--- config.mk ---
export PLATFORM = sky130hd
export DESIGN_NAME = pc_regbank_unit
export DESIGN_NICKNAME = d
export VERILOG_FILES = /design/src/rtl/pc_regbank_unit.sv
export SDC_FILE = /design/constraint.sdc
export NUM_CORES = 1
export LEC_CHECK = 0
export ABC_CLOCK_PERIOD_IN_PS = 2900
export BUFFER_PORTS_ARGS = -buffer_cell sky130_fd_sc_hd__buf_2
export CORE_ASPECT_RATIO = 0.6
export CORE_MARGIN = 4
export CORE_UTILIZATION = 35
export DETAILED_ROUTE_END_ITERATION = 8
export PLACE_DENSITY = 0.49
export SLEW_MARGIN = 20
export SYNTH_ARGS = -nofsm -noshare
export SYNTH_HDL_FRONTEND = slang
export SYNTH_SLANG_ARGS = --single-unit
--- constraint.sdc ---
create_clock -name clock -period 2.9 [get_ports clock]
set_input_delay 0.29 -clock clock [delete_from_list [all_inputs] [get_ports clock]]
set_output_delay 0.29 -clock clock [all_outputs]
set_load 0.005 [all_outputs]
--- src/rtl/pc_regbank_unit.sv ---
// rtl/pc_regbank_unit.sv - program counter with +1 incrementer and 8x16 register bank
// Port A shares its address with the write port; both read ports are combinational.
module pc_regbank_unit #(
  parameter int DATA_W = 16,
  parameter int ADDR_W = 3,
  parameter int PC_W   = 6
) (
  input  logic              clock,
  input  logic              reset,
  input  logic              controle,
  output logic [PC_W-1:0]   pc_out,
  output logic [PC_W-1:0]   pc_next,
  input  logic              Hab_Escrita,
  input  logic [ADDR_W-1:0] Sel_E_SA,
  input  logic [ADDR_W-1:0] Sel_SB,
  input  logic [DATA_W-1:0] E,
  output logic [DATA_W-1:0] A,
  output logic [DATA_W-1:0] B
);

  localparam int NREG = 1 << ADDR_W;

  logic [PC_W-1:0]   r_pc;
  logic [PC_W-1:0]   w_pc_inc;
  logic [DATA_W-1:0] r_bank [NREG];

  // Natural wrap of the PC_W-bit adder gives the modulo-64 rollover.
  assign w_pc_inc = r_pc + PC_W'(1);

  always_ff @(posedge clock) begin
    if (reset) begin
      r_pc <= '0;
    end else if (controle) begin
      r_pc <= w_pc_inc;
    end
  end

  always_ff @(posedge clock) begin
    if (reset) begin
      for (int i = 0; i < NREG; i++) begin
        r_bank[i] <= '0;
      end
    end else if (Hab_Escrita) begin
      r_bank[Sel_E_SA] <= E;
    end
  end

  // No write bypass: reads show the stored value until the edge commits it.
  assign A       = r_bank[Sel_E_SA];
  assign B       = r_bank[Sel_SB];
  assign pc_out  = r_pc;
  assign pc_next = w_pc_inc;

endmodule

==> results of run 1 <==
==> worst paths after layout <==
| check | startpoint | endpoint | slack, ps | cells after the start |
|---|---|---|---|---|
| min | reset | pc_out[0] | 220 | 2 |
| min reg2reg | pc_out[4] | pc_out[4] | 580 | 2 |
| max reg2reg | pc_out[2] | pc_out[5] | 1650 | 3 |
| max | Sel_E_SA[1] | A[13] | 540 | 5 |
==> placed cells by master (no fill, tap or decap), drive strengths merged, types with 9 or more instances in the layout <==
cell | Yosys | final
and2 | 130 | 130
buf | 25 | 90
clkbuf | 8 | 18
edfxtp | 128 | 128
mux2 | 23 | 23
mux2i | 9 | 9
mux4 | 48 | 48
nand2 | 30 | 30
nor2 | 16 | 16
==> registers in the layout, summed over array words and instances (netlist names) <==
register	cells
r_bank	128
pc_out	6
==> per-stage QoR <==
stage                     instance area [µm²]  setup slack [ps]  hold slack [ps]
final                                    8460               540              217
after global routing                     8460               482              216
after CTS                                8460               564              196
after detailed placement                 7860               580              576
after global placement                   7860               642              559
after floorplan                          7180              1010              488
==> routing by layer <==
metal	share of wire, %	vias up	GRT usage [%]	routed length, µm
li1	-	2054	-	-
met3	6.4	17	4.83	1350
met4	1.0	0	4.23	220
met2	46	167	29.6	9850
met1	46	2357	27.9	9860
met5	0	-	0	0
==> where the power goes <==
group | internal (µW) | switching [µW]
registers | 2240 | 74.4
clock network | 1360 | 864
logic | 276 | 306
==> layout make-up <==
cell class / instances / area, µm²
fill: 1852 / 11600
sequential: 134 / 3960
multi-input combinational: 331 / 3010
timing repair buffer: 90 / 528
clock buffer: 18 / 429
tap: 273 / 342
clock inverter: 14 / 175
inverter: 4 / 15.0
antenna: 1 / 2.50
==> synthesized netlist by cell type (all sizes together), types with 6 or more instances <==
| cell type | number | share of area, % |
|---|---|---|
| or2 | 8 | 0.70 |
| mux2 | 23 | 3.6 |
| clkbuf | 8 | 0.42 |
| nand2 | 30 | 1.6 |
| nor2 | 16 | 1.2 |
| mux2i | 9 | 1.3 |
| and2 | 130 | 11 |
| buf | 25 | 2.2 |
| edfxtp | 128 | 54 |
| a221oi | 8 | 0.98 |
| dfxtp | 6 | 1.7 |
| mux4 | 48 | 15 |
==> cell families after synthesis <==
family,Yosys count,synth area share (%)
xor gates and xnor gates,8,0.976
muxes,80,19.9
buffers and inverters,37,2.84
DFF,134,55.2
and+or+nand+nor,214,17.7
AOI/OAI and AO/OA,28,3.12
adders and majority gates,1,0.174
==> metrics.md, run 1 <==
| Metric | Value |
|---|---|
| PortBufs | `69` |
| Initial antenna violation count | `1` |
| DRC errors left | `0` |
| Synth Area per Inst | `14.3 µm²` |
| Fmax | `424 MHz` |
| Largest net degree at the start of global routing | `33` |
| Sequential area share after synthesis | `55.2%` |
| CTS tree | `yes` |
| Primary FF master, synth | `edfxtp_1` |
| Data arrival, critical path | `2070 ps` |
| Net Count, Synth | `529` |
| TritonCTS Buffers | `17` |
| Slew headroom | `51.1%` |
| Cells after Synth | `502` |
| Global-route wire length before repair | `32,100 µm` |
| Final setup fails | `0` |
| Placeable Area | `20,100 µm²` |
| Height of the die | `119 µm` |
| Nets | `605` |
| Final Power | `5130 µW` |
| Critical path launch point type | `input port` |
| Largest fanout on the critical path | `27` |
| RD Place Congestion | `0.793` |
| DR vias | `4,595` |
| CP Cell Sequence | `buf_2 -> nor2_1 -> a221o_1 -> a221o_1 -> buf_2` |
| CP Capture Type | `primary output` |
| Via density | `5.31` |
| CTS sink cnt | `134` |
| Fin. Hold Viols | `0` |
| Outcome | `completed` |
| Max Slew Vio Count | `0` |
| Clock skew | `1.30 ps` |
| Distinct cells, synth | `49` |
| Cell row count | `40` |
| Setup repair bufs after CTS | `0` |
| Crit Path Category | `in2out` |
| Total grt overflow | `0` |
| Clock Latency Late Sink | `420 ps` |
| Tot GR Track Use | `19.3%` |
| Clock slew at reported path FFs | `60 ps` |
| Routed Antenna Nets | `0` |
| Io pins | `70` |
| Family with the most delay on the worst path | `compound AO/OA/AOI/OAI gates` |
| Worst EP required | `2610 ps` |
| Crit share post-route | `81.4%` |
| YS warnings | `0` |
| Clk buf depth | `2` |
| Initial Utilization | `35.8%` |
| HP Class | `in2reg` |
| Synth-to-layout area growth | `17.9%` |
| Die X | `193 µm` |
| Layout cells sized above 1 | `34.3%` |
| Layout Cells excl Fill | `865` |
| Final core occ | `42.2%` |
| EDFF count, synth | `128` |
| Die ar. | `22,900 µm²` |
| DR pass1 iterations | `5` |
| RSZ-0062 raised after global routing | `false` |
| Peak VDD IR | `0.410 mV` |
| Post-DP HPWL | `13,500 µm` |
| Worst Tran Pin Value | `733 ps` |
| Final Critical Period | `2360 ps` |
| CP max-delay cell | `buf_2` |
| H-tree lvl count | `4` |
| Netlist Area Pre-Place | `7180 µm²` |
| Crit-path max cell delay | `570 ps` |
| FFs w/ async S/R, synth | `0%` |
| Setup TNS Final | `0 ps` |
| Power Density | `605 nW/µm²` |
| Routed wire length per instance | `24.6 µm` |
| Placed cells | `832` |
| Max Cap Viol | `0` |
| Static Leakage | `0.00312 µW` |
| Sum of buffers and inverters on the critical path | `2` |
| #FFs+latches synth | `134` |
| Root buffer cell | `clkbuf_16` |
| Number of global-route vias before repair | `4,932` |
| Post-CTS Resized | `0` |
| Initial DRC count | `397` |
| Wirelength, routed | `21,300 µm` |
| Hold-fix buffers, CTS | `0` |
(Power assumes the default switching activity.)
==> run 2: changes to the inputs <==
Settings changed: ABC_CLOCK_PERIOD_IN_PS 2900 to 2350.
Clock period 2.9 ns to 2.35 ns, I/O delays scaled along.
==> run 2 against run 1 <==
- largest cell class unchanged
- clock skew is 6.6 ps higher
- sequential share of layout area is 0.66 points lower
- total power is 27% higher
- critical path type is now reg2out
- clock power is 31% higher
==> metrics.md, run 2 (synthesis results as in run 1) <==
| Metric | Value |
|---|---|
| Outcome | `completed` |
| Max Cap Viol | `0` |
| Initial antenna violation count | `0` |
| Final Critical Period | `2100 ps` |
| Clock Latency Late Sink | `430 ps` |
| DR vias | `4,608` |
| Critical path launch point type | `register` |
| RSZ-0062 raised after global routing | `false` |
| Io pins | `70` |
| DRC errors left | `0` |
| CP max-delay cell | `edfxtp_1` |
| Number of global-route vias before repair | `4,702` |
| CTS tree | `yes` |
| Family with the most delay on the worst path | `compound AO/OA/AOI/OAI gates` |
| TritonCTS Buffers | `17` |
| Routed Antenna Nets | `0` |
| Static Leakage | `0.00319 µW` |
| Commonest non-fill, non-tap cell in the layout | `and2_1` |
| Setup TNS Final | `0 ps` |
| Post-CTS Resized | `0` |
| Worst hold slack | `158 ps` |
| Clock slew at reported path FFs | `60 ps` |
| CP Cell Sequence | `mux2_1 -> a221o_1 -> a221o_1 -> buf_2` |
| Worst Tran Pin Value | `615 ps` |
| Post-DP HPWL | `13,800 µm` |
| Antenna cell count | `0` |
| Crit Path Category | `reg2out` |
| Wirelength, routed | `21,000 µm` |
| Nets | `613` |
| Peak VDD IR | `0.525 mV` |
| CTS sink cnt | `134` |
| RD Place Congestion | `0.822` |
| Largest fanout on the critical path | `2` |
| Crit-path max cell delay | `400 ps` |
| Final core occ | `42.8%` |
| Clk buf depth | `2` |
| Layout cells sized above 1 | `35.6%` |
| H-tree lvl count | `4` |
| Fmax | `476 MHz` |
| Max reg flops | `128` |
| Crit share post-route | `89.5%` |
| Root buffer cell | `clkbuf_16` |
| Worst EP required | `2120 ps` |
| Slew headroom | `59.0%` |
| R2R setup slack | `1120 ps` |
| Fin. Hold Viols | `0` |
| Power Density | `760 nW/µm²` |
| Initial Utilization | `35.8%` |
| Height of the die | `119 µm` |
| Initial DRC count | `459` |
| Via density | `5.28` |
| Max Slew Vio Count | `0` |
| Cell row count | `40` |
| Sum of buffers and inverters on the critical path | `1` |
| Placeable Area | `20,100 µm²` |
| Clock skew | `7.88 ps` |
| Data arrival, critical path | `1870 ps` |
| Global-route wire length before repair | `31,600 µm` |
| PortBufs | `69` |
| Total grt overflow | `0` |
| Final setup fails | `0` |
| Synth-to-layout area growth | `19.6%` |
| CP Capture Type | `primary output` |
| Die ar. | `22,900 µm²` |
| CP most frequent cell | `a221o_1` |
| HP Class | `in2reg` |
| Routed wire length per instance | `24.1 µm` |
| Setup repair bufs after CTS | `0` |
| Largest Register | `r_bank` |
| Hold-fix buffers, CTS | `0` |
| DR pass1 iterations | `5` |
| Most frequent cells in the layout | `130 x and2_1, 128 x edfxtp_1, 69 x buf_2` |
| Die X | `193 µm` |
| Tot GR Track Use | `19.1%` |
| Largest net degree at the start of global routing | `33` |
## run 2: final cells by class
| type | instances | area (µm²) |
|---|---|---|
| clock buffer | 17 | 425 |
| clock inverter | 15 | 216 |
| fill | 1826 | 11500 |
| inverter | 4 | 15.0 |
| multi-input combinational | 331 | 3010 |
| sequential | 134 | 3960 |
| tap | 273 | 342 |
| timing repair buffer | 98 | 613 |
## run 2: path summary, 6_finish.rpt
kind / depth (start not counted) / end / from
worst max-delay path: 4 / A[13] / r_bank[7][13]
worst min-delay path: 2 / pc_out[3] / reset
worst max register to register: 4 / pc_out[4] / pc_out[0]
worst min register to register: 2 / pc_out[4] / pc_out[4]
## run 2: through the flow
step	setup WS, ps	instance area (µm²)	std cells	total power [µW]
floorplan	520	7180	502	3310
global placement	350	7940	840	3640
detailed placement	323	7940	840	3640
CTS	237	8580	872	6560
global route	213	8580	872	6750
finish	248	8580	872	6520
## run 2: routing by layer
metal / share of wire, % / wire, µm / vias to the layer above / global-route usage (%)
li1: - / - / 2066 / -
met1: 48 / 10100 / 2354 / 28.9
met2: 44 / 9230 / 171 / 27.5
met3: 6.8 / 1430 / 17 / 4.75
met4: 0.98 / 206 / 0 / 4.85
met5: 0 / 0 / - / 0
## run 2: power by group
| part | internal, µW | total, µW | switching [µW] |
|---|---|---|---|
| clock network | 1800 | 2930 | 1130 |
| registers | 2770 | 2860 | 93.2 |
| logic | 356 | 731 | 375 |
| total | 4930 | 6520 | 1600 |
## run 2: worst register-to-register path: cells and delay by family (launching register included)
family	cells	cell delay [ps]
flip-flops	1	480
XOR/XNOR	1	160
adder cells (fa/ha/maj)	1	300
AND/OR/NAND/NOR	2	190
==> run 3: changes to the inputs <==
Settings changed: CELL_PAD_IN_SITES_DETAIL_PLACEMENT from default to 0, CELL_PAD_IN_SITES_GLOBAL_PLACEMENT from default to 1, PLACE_DENSITY 0.49 to 0.57.
==> run 3 against run 2 <==
- sequential share of layout area rose by 0.43 points
- critical path depth stayed put
- highest routed layer unchanged
- via count increased by 1.0%
- cell area shrank 0.92%
==> metrics.md, run 3 (synthesis results as in run 1) <==
| Metric | Value |
|---|---|
| Outcome | `completed` |
| CTS tree | `yes` |
| Root buffer cell | `clkbuf_16` |
| Sequential power share | `45.1%` |
| Number of global-route vias before repair | `4,797` |
| Max Slew Vio Count | `0` |
| Placeable Area | `20,100 µm²` |
| Routed Antenna Nets | `0` |
| Final setup fails | `0` |
| Largest fanout on the critical path | `2` |
| PortBufs | `69` |
| Hold-fix buffers, CTS | `0` |
| Commonest non-fill, non-tap cell in the layout | `and2_1` |
| RD Place Congestion | `0.821` |
| Layout Cells excl Fill | `870` |
| Cell internal pwr | `4790 µW` |
| Most frequent cells in the layout | `130 x and2_1, 128 x edfxtp_1, 69 x buf_2` |
| Clock Latency Late Sink | `420 ps` |
| Initial Utilization | `35.8%` |
| Sw Ratio | `24.4%` |
| Largest Register | `r_bank` |
| CTS sink cnt | `134` |
| Max reg flops | `128` |
| Worst Tran Pin Value | `717 ps` |
| Combinational Power Share | `11.5%` |
| Clock skew | `3.39 ps` |
| Global-route wire length before repair | `32,400 µm` |
| Height of the die | `119 µm` |
| HP Class | `in2reg` |
| Sum of buffers and inverters on the critical path | `1` |
| Post-DP HPWL | `13,900 µm` |
| Worst hold start | `reset` |
| DRC errors left | `0` |
| Setup repair bufs after CTS | `0` |
| Critical path launch point type | `register` |
| Clock power share | `43.4%` |
| P_sw | `1550 µW` |
| Peak VDD IR | `0.473 mV` |
| Initial antenna violation count | `1` |
| Initial DRC count | `395` |
| Data arrival, critical path | `1900 ps` |
| Die ar. | `22,900 µm²` |
| Final Critical Period | `2140 ps` |
| Layout cells sized above 1 | `35.0%` |
| Crit path from | `r_bank[5][13]` |
| CP max-delay cell | `edfxtp_1` |
| Worst EP required | `2120 ps` |
| Placed cells | `838` |
| DR pass1 iterations | `5` |
| Synth-to-layout area growth | `18.5%` |
| Antenna cell count | `0` |
| CP most frequent cell | `a221o_1` |
| Power Density | `746 nW/µm²` |
| Max Cap Viol | `0` |
| DR vias | `4,655` |
| Via density | `5.35` |
| Io pins | `70` |
| RSZ-0062 raised after global routing | `false` |
| R2r startpoint | `pc_out[0]` |
| Family with the most delay on the worst path | `compound AO/OA/AOI/OAI gates` |
| Crit Path Category | `reg2out` |
| Wirelength, routed | `21,600 µm` |
| Crit share post-route | `91.0%` |
| Static Leakage | `0.00315 µW` |
| Crit-path max cell delay | `410 ps` |
| Routed wire length per instance | `24.8 µm` |
| Clk buf depth | `2` |
| Total grt overflow | `0` |
| Largest net degree at the start of global routing | `33` |
| Tot GR Track Use | `19.5%` |
| Fmax | `467 MHz` |
| TritonCTS Buffers | `17` |
| Clock slew at reported path FFs | `70 ps` |
| CP Capture Type | `primary output` |
| Cell row count | `40` |
| Nets | `611` |
| Post-CTS Resized | `0` |
| Fin. Hold Viols | `0` |
| Slew headroom | `52.0%` |
| CP Cell Sequence | `mux2_1 -> a221o_1 -> a221o_1 -> buf_2` |
| Setup TNS Final | `0 ps` |
| Die X | `193 µm` |
| H-tree lvl count | `4` |
[run 3: path summary, 6_finish.rpt]
check               to  slack, ps  cells past startpoint
max              A[13]        210                      4
min reg2reg  pc_out[5]        610                      2
min          pc_out[1]        170                      2
max reg2reg  pc_out[4]       1090                      4
[run 3: power groups by stage]
stage | clock network, µW | logic (µW) | registers (µW)
4_1_cts | 2800 | 740 | 2860
6_report | 2750 | 730 | 2860
3_3_place_gp | 0 | 735 | 2900
5_1_grt | 2900 | 792 | 2870
3_5_place_dp | 0 | 736 | 2900
2_1_floorplan | 0 | 447 | 2860
[run 3: worst register-to-register path: stages, from the launching register on]
cell	delay, ps
dfxtp_1	490
ha_1	300
nand4_1	140
xor2_1	160
nor2_1	60
[run 3: cell type report]
class	instances	area, µm²
Multi-Input combinational cell	331	3010
Clock buffer	18	429
Inverter	4	15.0
Fill cell	1851	11600
Sequential cell	134	3960
Clock inverter	14	174
Tap cell	273	342
Timing Repair Buffer	96	573
[run 3: per-layer routing]
metal | vias to the layer above | GRT usage [%] | routed length [µm]
met2 | 137 | 28.2 | 9280
met3 | 16 | 4.72 | 1250
li1 | 2061 | - | -
met1 | 2441 | 29.7 | 10900
met5 | - | 0 | 0
met4 | 0 | 4.32 | 189
[run 3: metrics by stage]
step	total power (µW)	utilization [%]	hold WS, ps	worst slack (ps)	area [µm²]
after detailed placement	3640	39.4	590	331	7900
after global placement	3640	39.4	568	337	7900
after floorplan	3310	-	433	520	7180
after CTS	6390	42.4	149	195	8510
final	6340	42.4	169	211	8510
after global routing	6570	42.4	184	147	8510
